File: config.mk
export PLATFORM = sky130hd
export DESIGN_NAME = sbox_scheduler_flat
export DESIGN_NICKNAME = d
export VERILOG_FILES = /design/src/rtl/sbox_scheduler_if.sv /design/src/rtl/sbox_scheduler.sv /design/src/flat_wrapper.sv
export SDC_FILE = /design/constraint.sdc
export NUM_CORES = 1
export LEC_CHECK = 0
export BUFFER_PORTS_ARGS = -buffer_cell sky130_fd_sc_hd__buf_2
export CELL_PAD_IN_SITES_DETAIL_PLACEMENT = 0
export CELL_PAD_IN_SITES_GLOBAL_PLACEMENT = 1
export CORE_UTILIZATION = 33
export DETAILED_ROUTE_END_ITERATION = 16
export GPL_TIMING_DRIVEN = 0
export PLACE_DENSITY = 0.76
export RECOVER_POWER = 50
export SLEW_MARGIN = 40
export SYNTH_ARGS = -nofsm -noshare
export SYNTH_HDL_FRONTEND = slang
export SYNTH_SLANG_ARGS = --single-unit
File: constraint.sdc
create_clock -name clk -period 2.8 [get_ports clk]
set_input_delay 0.28 -clock clk [delete_from_list [all_inputs] [get_ports clk]]
set_output_delay 0.28 -clock clk [all_outputs]
set_load 0.03 [all_outputs]
File: src/rtl/sbox_scheduler_if.sv
// sbox_scheduler_if: groups every non-clock signal of sbox_scheduler.
//   st_req_*  : 128-bit SubBytes job request (valid/ready), byte i = [8i+7:8i]
//   kw_req_*  : 32-bit SubWord job request (valid/ready)
//   st_rsp_*  : substituted state response (valid/ready)
//   kw_rsp_*  : substituted word response (valid/ready)
//   sbox_in/sbox_out : byte lookup to/from the external combinational S-box
//   busy      : scheduler is not idle
// modport slave is taken by the scheduler, modport master by the requester side.
interface sbox_scheduler_if;
  logic         st_req_valid;
  logic [127:0] st_req_data;
  logic         st_req_ready;
  logic         kw_req_valid;
  logic [31:0]  kw_req_data;
  logic         kw_req_ready;
  logic [7:0]   sbox_in;
  logic [7:0]   sbox_out;
  logic         st_rsp_valid;
  logic [127:0] st_rsp_data;
  logic         st_rsp_ready;
  logic         kw_rsp_valid;
  logic [31:0]  kw_rsp_data;
  logic         kw_rsp_ready;
  logic         busy;

  modport slave (
    input  st_req_valid, st_req_data, kw_req_valid, kw_req_data,
    input  sbox_out, st_rsp_ready, kw_rsp_ready,
    output st_req_ready, kw_req_ready, sbox_in,
    output st_rsp_valid, st_rsp_data, kw_rsp_valid, kw_rsp_data, busy
  );

  modport master (
    output st_req_valid, st_req_data, kw_req_valid, kw_req_data,
    output sbox_out, st_rsp_ready, kw_rsp_ready,
    input  st_req_ready, kw_req_ready, sbox_in,
    input  st_rsp_valid, st_rsp_data, kw_rsp_valid, kw_rsp_data, busy
  );
endinterface

File: src/rtl/sbox_scheduler.sv
// sbox_scheduler: shares one byte-wide S-box between the SubBytes (16-byte state)
// and SubWord (4-byte key word) requesters. One job at a time, one byte per cycle.
// Ports:
//   clk   : clock, rising edge
//   rst_n : asynchronous active-low reset
//   bus   : sbox_scheduler_if.slave (request, response, S-box and busy signals)
module sbox_scheduler (
  input  logic             clk,
  input  logic             rst_n,
  sbox_scheduler_if.slave  bus
);

  typedef enum logic [2:0] {StIdle, StRunSt, StRunKw, StRspSt, StRspKw} state_e;
  typedef enum logic {GrantSt, GrantKw} grant_e;

  state_e       state_q, state_d;
  logic [127:0] buf_q, buf_d;
  logic [3:0]   cnt_q, cnt_d;
  grant_e       last_q, last_d;

  logic         idle;
  logic         st_ready, kw_ready;
  logic [7:0]   cur_byte;

  assign idle     = (state_q == StIdle);
  // Round-robin tie-break: a requester waits only if the other is valid and
  // was not the one served last.
  assign st_ready = idle && (!bus.kw_req_valid || (last_q == GrantKw));
  assign kw_ready = idle && (!bus.st_req_valid || (last_q == GrantSt));
  assign cur_byte = buf_q[{cnt_q, 3'b000} +: 8];

  always_comb begin
    state_d = state_q;
    buf_d   = buf_q;
    cnt_d   = cnt_q;
    last_d  = last_q;
    case (state_q)
      StIdle: begin
        if (bus.st_req_valid && st_ready) begin
          buf_d   = bus.st_req_data;
          cnt_d   = 4'd0;
          last_d  = GrantSt;
          state_d = StRunSt;
        end else if (bus.kw_req_valid && kw_ready) begin
          buf_d   = {96'd0, bus.kw_req_data};
          cnt_d   = 4'd0;
          last_d  = GrantKw;
          state_d = StRunKw;
        end
      end
      StRunSt: begin
        buf_d[{cnt_q, 3'b000} +: 8] = bus.sbox_out;
        cnt_d = cnt_q + 4'd1;
        if (cnt_q == 4'd15) state_d = StRspSt;
      end
      StRunKw: begin
        buf_d[{cnt_q, 3'b000} +: 8] = bus.sbox_out;
        cnt_d = cnt_q + 4'd1;
        if (cnt_q == 4'd3) state_d = StRspKw;
      end
      StRspSt: begin
        if (bus.st_rsp_ready) state_d = StIdle;
      end
      StRspKw: begin
        if (bus.kw_rsp_ready) state_d = StIdle;
      end
      default: state_d = StIdle;
    endcase
  end

  always_ff @(posedge clk or negedge rst_n) begin
    if (!rst_n) begin
      state_q <= StIdle;
      buf_q   <= '0;
      cnt_q   <= 4'd0;
      last_q  <= GrantSt;
    end else begin
      state_q <= state_d;
      buf_q   <= buf_d;
      cnt_q   <= cnt_d;
      last_q  <= last_d;
    end
  end

  // All outputs decode directly from registered state, so none glitch on inputs
  // except the readies, which by design follow the other requester's valid.
  assign bus.st_req_ready = st_ready;
  assign bus.kw_req_ready = kw_ready;
  assign bus.sbox_in      = (state_q == StRunSt || state_q == StRunKw) ? cur_byte : 8'h00;
  assign bus.st_rsp_valid = (state_q == StRspSt);
  assign bus.kw_rsp_valid = (state_q == StRspKw);
  assign bus.st_rsp_data  = buf_q;
  assign bus.kw_rsp_data  = buf_q[31:0];
  assign bus.busy         = !idle;

endmodule

File: src/flat_wrapper.sv
// flat-port wrapper written by rule: the top's interface ports become plain ports
module sbox_scheduler_flat 
  (clk, rst_n, bus_st_req_valid, bus_st_req_data, bus_kw_req_valid, bus_kw_req_data, bus_sbox_out, bus_st_rsp_ready, bus_kw_rsp_ready, bus_st_req_ready, bus_kw_req_ready, bus_sbox_in, bus_st_rsp_valid, bus_st_rsp_data, bus_kw_rsp_valid, bus_kw_rsp_data, bus_busy);
  sbox_scheduler_if bus_i ();
  input  logic clk;
  input  logic rst_n;
  input wire logic [$bits(bus_i.st_req_valid)-1:0] bus_st_req_valid;
  input wire logic [$bits(bus_i.st_req_data)-1:0] bus_st_req_data;
  input wire logic [$bits(bus_i.kw_req_valid)-1:0] bus_kw_req_valid;
  input wire logic [$bits(bus_i.kw_req_data)-1:0] bus_kw_req_data;
  input wire logic [$bits(bus_i.sbox_out)-1:0] bus_sbox_out;
  input wire logic [$bits(bus_i.st_rsp_ready)-1:0] bus_st_rsp_ready;
  input wire logic [$bits(bus_i.kw_rsp_ready)-1:0] bus_kw_rsp_ready;
  output wire logic [$bits(bus_i.st_req_ready)-1:0] bus_st_req_ready;
  output wire logic [$bits(bus_i.kw_req_ready)-1:0] bus_kw_req_ready;
  output wire logic [$bits(bus_i.sbox_in)-1:0] bus_sbox_in;
  output wire logic [$bits(bus_i.st_rsp_valid)-1:0] bus_st_rsp_valid;
  output wire logic [$bits(bus_i.st_rsp_data)-1:0] bus_st_rsp_data;
  output wire logic [$bits(bus_i.kw_rsp_valid)-1:0] bus_kw_rsp_valid;
  output wire logic [$bits(bus_i.kw_rsp_data)-1:0] bus_kw_rsp_data;
  output wire logic [$bits(bus_i.busy)-1:0] bus_busy;
  assign bus_i.st_req_valid = bus_st_req_valid;
  assign bus_i.st_req_data = bus_st_req_data;
  assign bus_i.kw_req_valid = bus_kw_req_valid;
  assign bus_i.kw_req_data = bus_kw_req_data;
  assign bus_i.sbox_out = bus_sbox_out;
  assign bus_i.st_rsp_ready = bus_st_rsp_ready;
  assign bus_i.kw_rsp_ready = bus_kw_rsp_ready;
  assign bus_st_req_ready = bus_i.st_req_ready;
  assign bus_kw_req_ready = bus_i.kw_req_ready;
  assign bus_sbox_in = bus_i.sbox_in;
  assign bus_st_rsp_valid = bus_i.st_rsp_valid;
  assign bus_st_rsp_data = bus_i.st_rsp_data;
  assign bus_kw_rsp_valid = bus_i.kw_rsp_valid;
  assign bus_kw_rsp_data = bus_i.kw_rsp_data;
  assign bus_busy = bus_i.busy;
  sbox_scheduler u_core (.clk(clk), .rst_n(rst_n), .bus(bus_i));
endmodule
==> summary.md <==
| Metric | Value |
|---|---|
| Status | complete, but fails checks |
| Failing checks | capacitance limit, slew limit, setup timing |
| First-pass GRT wire length | 56800 µm |
| Total track usage | 30.9% |
| R2R Setup Slk | 0.08 ns |
| Max-cap violation count | 1 |
| Worst-Margin Slew | 1.87 ns |
| HP Class | input port to flip-flop |
| Top FF cell, synth | dfrtp_1 |
| Port Buffers | 346 |
| Fillers | 2388 |
| HPWL after detailed placement | 29500 µm |
| Leak | 5.30 nW |
| GRT overflow | 0 |
| Starting DRC count in detailed routing | 783 |
| Syn_nets | 933 |
| RSZ-0062 raised after global routing | yes |
| Largest net degree at the start of global routing | 70 |
| H-Tree Depth | 4 |
| CP endpoint kind | primary output |
| Initial antenna violation count | 2 |
| # rows | 57 |
| Finished Layout Cells | 1480 |
| WP data required | 2.52 ns |
| Fraction of registers with async set/reset | 100% |
| # setup viols final | 3 |
| Place WS | -0.951 ns |
| Core region area | 24400 µm² |
| Crit path launch type | flip-flop |
| TNS Setup | -0.0369 ns |
| Slew Limit Fails | 68 |
| Via count | 8417 |
| Chip width | 160 µm |
| Worst clock skew | 0.0185 ns |
| Full die area | 25600 µm² |
| CTS Buf Count | 17 |
| Area growth syn-to-layout | 39.1% |
| GPL Wtd Cong | 0.939 |
| Max Clock Freq | 355 MHz |
| Final number of hold-violating endpoints | 0 |
| Fin worst setup slack | -0.0165 ns |
| Critical Path AT | 2.54 ns |
| Post-synth EDFFs | 0 |
| Clk sinks | 136 |
| Placed cells | 1427 |
| Hold_sp | bus_st_req_data[48] |
| Drt drc | 0 |
| Nets | 1319 |
| Clk pin slew, worst setup/hold paths | 0.06 ns |
| Netlist cell types | 64 |
| Routed Antenna Nets | 0 |
| Layout cells sized above 1 | 44.1% |
| Synthesized flop and latch total | 136 |
| Final hold slack | 0.0635 ns |
| Worst VDD drop | 0.000608 V |
| Post-Route WL | 39500 µm |
| Die H | 160 µm |
| CTS root buf | clkbuf_16 |
| Min Tclk post-route | 2.82 ns |
| Mapped cell area | 8220 µm² |
| CTS max path bufs | 2 |
| Hold Crit Endpoint | u_core.bus.st_rsp_data[48] |
| Clk_lat worst skew | 0.44 ns |
| Total power | 16.8 mW |
| Seq/Total Area, Yosys | 41.4% |
| CTS tree | done |
| DRT Pass-1 Iters | 7 |
| Critical R2R Launch | u_core.cnt_q[1] |
| Synthesis Warnings | 0 |
| Initial Utilization | 33.7% |
| CP Class | flip-flop to primary output |
| Crit-path max FO | 7 |
| Worst hold path depth | 3 |
| RR Endpoint | u_core.bus.st_rsp_data[99] |
| Vias in the first global route | 8262 |
| Top-level I/O count | 347 |
| Worst reg-to-reg path cell count | 9 |
| Headroom to the max-slew limit | -24.6% |
| Avg Inst Size Synth | 10.9 µm² |
| Period utilisation layout | 101% |
| Avg WL per Cell | 26.7 µm |
| Post-Syn Instances | 755 |
| Vias/cell | 5.69 |
| Pwr Density | 1470 nW/µm² |
-- layout make-up --
type / instances / area [µm²] / share of cell area [%]
Antenna cell: 2 / 5.00 / 0.0438
Buffer: 88 / 616 / 5.38
Clock buffer: 19 / 433 / 3.79
Clock inverter: 13 / 170 / 1.49
Inverter: 53 / 203 / 1.77
Multi-Input combinational cell: 478 / 4320 / 37.7
Sequential cell: 136 / 3400 / 29.8
Tap cell: 324 / 405 / 3.54
Timing Repair Buffer: 367 / 1880 / 16.5
-- cell families (layout without fill, tap and decap cells) --
logic type	after synthesis	in the layout	share of synthesized area [%]
compound gates	211	211	20.3
other cells	0	2	0
mux	81	81	16.2
buf+inv	141	540	8.49
simple gates	176	176	12.0
flops	136	136	41.4
fa+ha+maj	4	4	0.609
xor+xnor	6	6	0.959
-- worst max-delay path, stage by stage (launching register included) --
cell     delay, ns
dfrtp_1       0.38
buf_8         0.18
buf_12        0.14
mux4_2        0.60
mux4_2        0.49
and2_4        0.18
buf_6         0.13
-- synth_stat cells (6+ instances only) --
master | n | area share, %
clkbuf_1 | 24 | 1.1
mux2i_1 | 25 | 3.0
o21ai_0 | 29 | 1.8
a221o_1 | 32 | 3.9
o22ai_1 | 8 | 0.61
mux4_2 | 40 | 11
nand2_1 | 49 | 2.2
and2_1 | 34 | 2.6
buf_2 | 24 | 1.5
mux2_2 | 16 | 2.2
a21o_1 | 10 | 0.91
o21a_1 | 8 | 0.73
a211oi_1 | 8 | 0.73
nand3_1 | 22 | 1.3
a222oi_1 | 16 | 1.9
a31oi_1 | 6 | 0.46
inv_1 | 52 | 2.4
o221ai_2 | 8 | 1.5
dfrtp_1 | 136 | 41
o221ai_1 | 8 | 0.85
o211ai_1 | 16 | 1.5
buf_4 | 37 | 3.4
nor2_1 | 37 | 1.7
a21oi_1 | 15 | 0.91
a22oi_1 | 32 | 2.9
-- registers in the layout (all words and copies together) (netlist names) --
signal,cells
u_core.cnt_q,4
u_core.state_q,3
u_core.last_q,1
u_core.bus.st_rsp_data,128
-- cell usage in the layout (no fill, tap or decap), types with 28 or more instances in the layout --
master	synthesis	final
nor2_1	37	36
buf_2	24	276
a22oi_1	32	32
mux4_2	40	40
clkbuf_1	24	92
nand2_1	49	48
inv_1	52	51
dfrtp_1	136	135
buf_4	37	52
a221o_1	32	32
o21ai_0	29	28
-- stage by stage --
step | utilization, % | area, µm²
global route | 46.9 | 11400
finish | 46.9 | 11400
floorplan | - | 8220
CTS | 46.9 | 11400
detailed placement | 43.0 | 10500
global placement | 42.5 | 10400
-- metal layers --
layer	routed length (µm)	global-route usage [%]
met1	16300	41.8
met2	18900	49.9
met3	3290	6.26
met4	1070	9.48
met5	0	0
-- worst max-delay path by stage --
stage | slack [ns] | endpoint | startpoint | cells after the start
finish | -0.02 | bus_sbox_in[3] | u_core.cnt_q[0] | 6
global route | -0.07 | bus_sbox_in[3] | u_core.cnt_q[0] | 6
CTS | -0.07 | bus_sbox_in[2] | u_core.cnt_q[0] | 6
detailed placement | -0.95 | u_core.bus.st_rsp_data[37] | u_core.cnt_q[1] | 10
global placement | -1.09 | u_core.bus.st_rsp_data[38] | u_core.cnt_q[1] | 10
floorplan | 0.06 | u_core.bus.st_rsp_data[80] | u_core.cnt_q[1] | 9
-- power by group --
group	switching [mW]	internal [mW]	leakage [nW]	total (mW)
clock network	0.965	1.41	0.285	2.38
logic	6.80	3.91	3.27	10.7
registers	0.925	2.77	1.75	3.70
total	8.69	8.10	5.30	16.8
-- what timing repair did --
action	CTS	global route
resized for setup	67	25
endpoints found under the hold margin	67	0
cloned	1	0
setup buffers	11	6
pin swaps	5	4
hold buffers	1	0
endpoints found under the setup margin	136	103
No activity file was read; power rests on OpenSTA's default activity.
